**config.mk**
```make
export PLATFORM = sky130hd
export DESIGN_NAME = int_ctrl
export DESIGN_NICKNAME = d
export VERILOG_FILES = /design/src/rtl/int_ctrl.sv
export SDC_FILE = /design/constraint.sdc
export NUM_CORES = 1
export LEC_CHECK = 0
export BUFFER_PORTS_ARGS = -buffer_cell sky130_fd_sc_hd__buf_2
export CORE_UTILIZATION = 50
export CTS_CLUSTER_DIAMETER = 100
export DETAILED_ROUTE_END_ITERATION = 7
export PLACE_DENSITY_LB_ADDON = 0.08
export SYNTH_ARGS = -nofsm -noshare
export SYNTH_HDL_FRONTEND = slang
export SYNTH_SLANG_ARGS = --single-unit
```
**constraint.sdc**
```tcl
create_clock -name clk -period 4.4 [get_ports clk]
set_input_delay 1.1 -clock clk [delete_from_list [all_inputs] [get_ports clk]]
set_output_delay 1.1 -clock clk [all_outputs]
set_load 0.05 [all_outputs]
```
**src/rtl/int_ctrl.sv**
```systemverilog
// ============================================================================
//  Module   : int_ctrl
//  Purpose  : Edge-latched, maskable interrupt controller driving the fetch
//             ipu_int / int_ack / reti / int_done handshake (no nesting).
//             Optional ack timeout enabled by defining INT_ACK_TIMEOUT_EN.
//  Revision : 1.0  initial release
// ============================================================================
`default_nettype none

module int_ctrl #(
    parameter int N_SRC       = 4,
    parameter int ACK_TIMEOUT = 8,
    localparam int ID_W       = (N_SRC > 1) ? $clog2(N_SRC) : 1
) (
    input  logic             clk,
    input  logic             rst,
    input  logic [N_SRC-1:0] irq,
    input  logic             mask_we,
    input  logic [N_SRC-1:0] mask_wdata,
    output logic [N_SRC-1:0] mask_q,
    output logic [N_SRC-1:0] pending_q,
    input  logic             jorb,
    input  logic             halt,
    input  logic             ldStall,
    input  logic             reti,
    input  logic             int_ack,
    output logic             ipu_int,
    output logic             int_done,
    output logic [ID_W-1:0]  int_id,
    output logic             busy,
    output logic             ack_err
);

    localparam logic [2:0] IDLE     = 3'd0;
    localparam logic [2:0] ASSERT   = 3'd1;
    localparam logic [2:0] WAIT_ACK = 3'd2;
    localparam logic [2:0] HANDLER  = 3'd3;
    localparam logic [2:0] DONE     = 3'd4;

    if (N_SRC < 1 || N_SRC > 16) begin : g_bad_n_src
        $error("int_ctrl: N_SRC must be in 1..16");
    end
    if (ACK_TIMEOUT < 1) begin : g_bad_ack_timeout
        $error("int_ctrl: ACK_TIMEOUT must be at least 1");
    end

    logic [2:0]       state;
    logic [2:0]       state_nxt;
    logic [N_SRC-1:0] irq_d;
    logic [N_SRC-1:0] edge_det;
    logic [N_SRC-1:0] clr;
    logic [N_SRC-1:0] eligible;
    logic             sel_valid;
    logic [ID_W-1:0]  sel_id;
    logic             start;
    logic             ack_fire;
    logic             timeout;

    assign edge_det = irq & ~irq_d;
    assign eligible = pending_q & ~mask_q;
    assign ack_fire = (state == WAIT_ACK) && int_ack;
    // Redirects and stalls hold off the request so fetch saves an on-path PC.
    assign start    = (state == IDLE) && sel_valid && !jorb && !halt && !ldStall && !reti;

    always_comb begin
        sel_valid = 1'b0;
        sel_id    = '0;
        for (int i = N_SRC - 1; i >= 0; i--) begin
            if (eligible[i]) begin
                sel_valid = 1'b1;
                sel_id    = ID_W'(i);
            end
        end
    end

    always_comb begin
        clr = '0;
        for (int i = 0; i < N_SRC; i++) begin
            clr[i] = ack_fire && (int_id == ID_W'(i));
        end
    end

`ifdef INT_ACK_TIMEOUT_EN
    localparam int CNT_W = $clog2(ACK_TIMEOUT + 1);

    logic [CNT_W-1:0] ack_cnt;
    logic             ack_err_q;

    assign timeout = (state == WAIT_ACK) && !int_ack && (ack_cnt == CNT_W'(ACK_TIMEOUT - 1));
    assign ack_err = ack_err_q;

    always_ff @(posedge clk or negedge rst) begin
        if (!rst) begin
            ack_cnt   <= '0;
            ack_err_q <= 1'b0;
        end else begin
            if (state == ASSERT)
                ack_cnt <= '0;
            else if ((state == WAIT_ACK) && !int_ack)
                ack_cnt <= ack_cnt + 1'b1;
            if (timeout)
                ack_err_q <= 1'b1;
        end
    end
`else
    assign timeout = 1'b0;
    assign ack_err = 1'b0;
`endif

    always_comb begin
        state_nxt = state;
        case (state)
            IDLE:     if (start) state_nxt = ASSERT;
            ASSERT:   state_nxt = WAIT_ACK;
            WAIT_ACK: begin
                if (int_ack)      state_nxt = HANDLER;
                else if (timeout) state_nxt = IDLE;
            end
            HANDLER:  if (reti) state_nxt = DONE;
            DONE:     state_nxt = IDLE;
            default:  state_nxt = IDLE;
        endcase
    end

    always_ff @(posedge clk or negedge rst) begin
        if (!rst) begin
            state     <= IDLE;
            irq_d     <= '0;
            pending_q <= '0;
            mask_q    <= '1;
            int_id    <= '0;
        end else begin
            state     <= state_nxt;
            irq_d     <= irq;
            // A fresh edge in the clearing cycle keeps the bit set.
            pending_q <= (pending_q & ~clr) | edge_det;
            if (mask_we)
                mask_q <= mask_wdata;
            if (start)
                int_id <= sel_id;
        end
    end

    assign ipu_int  = (state == ASSERT);
    assign int_done = (state == DONE);
    assign busy     = (state != IDLE);

endmodule

`default_nettype wire

```
==> qor.yml <==
hp-class: "reg -> reg"
root_buffer: "clkbuf_4"
cts_tree: "yes"
port-buffer-count: 28
start_util_pct: 56.7
worst_slew_margin_rel_pct: 66.4
final-setup-viol-count: 0
netlist_top_cells_area: "dfrtp_1, dfstp_2, mux2_2, o21ai_0, and2b_2"
dieArea_um2: 1730
status: "complete, no violations"
slew_viol_final: 0
antenna_found_initial: 0
synth_most_common_cell: "dfrtp_1"
synth_top_area_cell: "dfrtp_1"
reg2reg_to: "state[0]"
drtIter0Drc: 1
rsz0062_at_grt: "false"
place_congestion: 0.724
cts_setup_buffers: 0
layout-drive-gt1-share_pct: 51.5
hpwl_um: 1030
finalClockSkew_ps: 4.63
vias: 589
synthArstFlopShare_pct: 100
reg2reg_slack_ps: 2780
synth.avg_cell_area_um2: 11.5
htreeDepth: 1
critPathArrivalTime_ps: 1350
routed_wl_um: 1320
grt_use_met2_pct: 27.5
max_cap_viol_count: 0
ios: 30
cts.sinks: 17
dr.pass1.iters: 3
peakVddDrop_mv: 0.438
slowest_delay_ps: 440
area_growth_pct: 22.6
chipHeight_um: 41.6
synth.top_cell.area_share_pct: 41.5
nFillCells: 117
syn_area_um2: 785
grt.busiest_layer: "met2"
nets: 116
met1_usage_pct: 22.7
core_um2: 1380
die_w_um: 41.6
power.density_nw_per_um2: 623
grt_max_degree: 18
drc_errors: 0
synth_common_cells: "dfrtp_1, o21ai_0, inv_1"
whs_path_depth: 1
ctsResizeCount: 0
ant_nets: 0
final-hold-violation-count: 0
whs_ps: 415
grt_usage_pct: 17.4
syn_nets: 84
use_met3_pct: 4.35
max_freq_ghz: 0.408
ys_seq_area_share_pct: 54.9
clk_path_buf_depth: 2
wl_per_cell_um: 11.6
cts_made_buffers: 3
ff2ff_path_depth: 4
num_rows: 13
crit_required_ps: 3300
synth-edff-count: 0
clock_latency_ps: 280
fin_crit_ps: 2450
grt_pass1_wl_um: 2280
grt-ovfl-total: 0
grt_pass1_vias: 558
worstReg2RegStart: "mask_q[1]"
synth_top_flop_cell: "dfrtp_1"
leakage_uw: 0.000469
cts_hold_buf: 0
path_max_fanout: 7
vias_per_cell: 5.17
worst_pin_slew_ps: 500
clk_transition_reported_paths_ps: 90
cp-startpoint: "state[2]"
crit_chain: "or3_4, buf_2"
hold_path_startpoint: "irq_d[1]"
crit_type: "reg -> out"
ys_seq_elements: 17
yosys_warnings: 0
fin_crit_sh_pct: 55.6
ys_types: 28
endpoint_kind: "primary output"
synth_cells: 68
startpoint_type: "flop"
whs_endpoint: "pending_q[1]"
finalSetupTns_ps: 0
n_antenna_cell: 0
slowest_stage: "dfrtp_1"
cells in the final DEF (no fill, tap or decap), types with 3 or more instances in the layout:
| cell | netlist | final |
|---|---|---|
| dfrtp_1 | 13 | 13 |
| inv_1 | 7 | 7 |
| mux2_2 | 4 | 4 |
| and2b_2 | 4 | 4 |
| dfstp_2 | 4 | 4 |
| o21ai_0 | 8 | 8 |
| buf_2 | 0 | 28 |
| clkbuf_4 | 0 | 3 |
| nor2_1 | 4 | 4 |
report_power, final:
group	total [uW]	leakage, uW	internal (uW)	switching (uW)
clock network	81.1	0.0000150	35.2	45.9
registers	236	0.000189	198	38.6
logic	282	0.000265	90.2	192
how the worst max path moves through the flow:
stage                     to  slack (ps)  cells past startpoint
floorplan            ipu_int        1790                      1
global placement        busy        2280                      2
detailed placement      busy        2260                      2
CTS                     busy        1940                      2
global route        int_done        1870                      3
finish                  busy        1950                      2
critical path, delay by kind of cell, from the launching register on:
family,cells,cell delay [ps]
and+or+nand+nor,1,410
buffers and inverters,1,220
DFF,1,440
stage by stage:
stage	setup slack (ps)	instance area, um^2	util (%)	cells	power (uW)
final	1950	962	69.6	114	600
after global routing	1870	962	69.6	114	637
after CTS	1940	962	69.6	114	604
after detailed placement	2260	936	67.7	110	522
after global placement	2280	936	67.7	110	517
after floorplan	1790	785	-	68	456
routing by layer:
metal	vias up	wire [um]
met5	-	0
met4	0	17
met3	2	56
met2	16	598
met1	281	649
li1	290	-
cell families (layout without fill, tap and decap cells):
logic type,count (synthesis),in the layout,synth area share (%)
other,1,1,0.478
buffers and inverters,8,39,4.31
AO/OA/AOI/OAI,13,13,10.8
multiplexers,4,4,5.74
AND/OR/NAND/NOR,25,25,23.8
flip-flops,17,17,54.9
sequential cells by signal (all words and copies together) (netlist names):
signal     cells
int_id         2
irq_d          4
mask_q         4
pending_q      4
state          3
final cells by class:
type                            count  area, um^2  area share, %
Inverter                            7        26.3           2.73
Timing Repair Buffer               28         140           14.6
Sequential cell                    17         430           44.7
Multi-Input combinational cell     43         320           33.3
Clock buffer                        4        26.3           2.73
Tap cell                           15        18.8           1.95
Note: power is estimated with default switching activity, not from simulation.
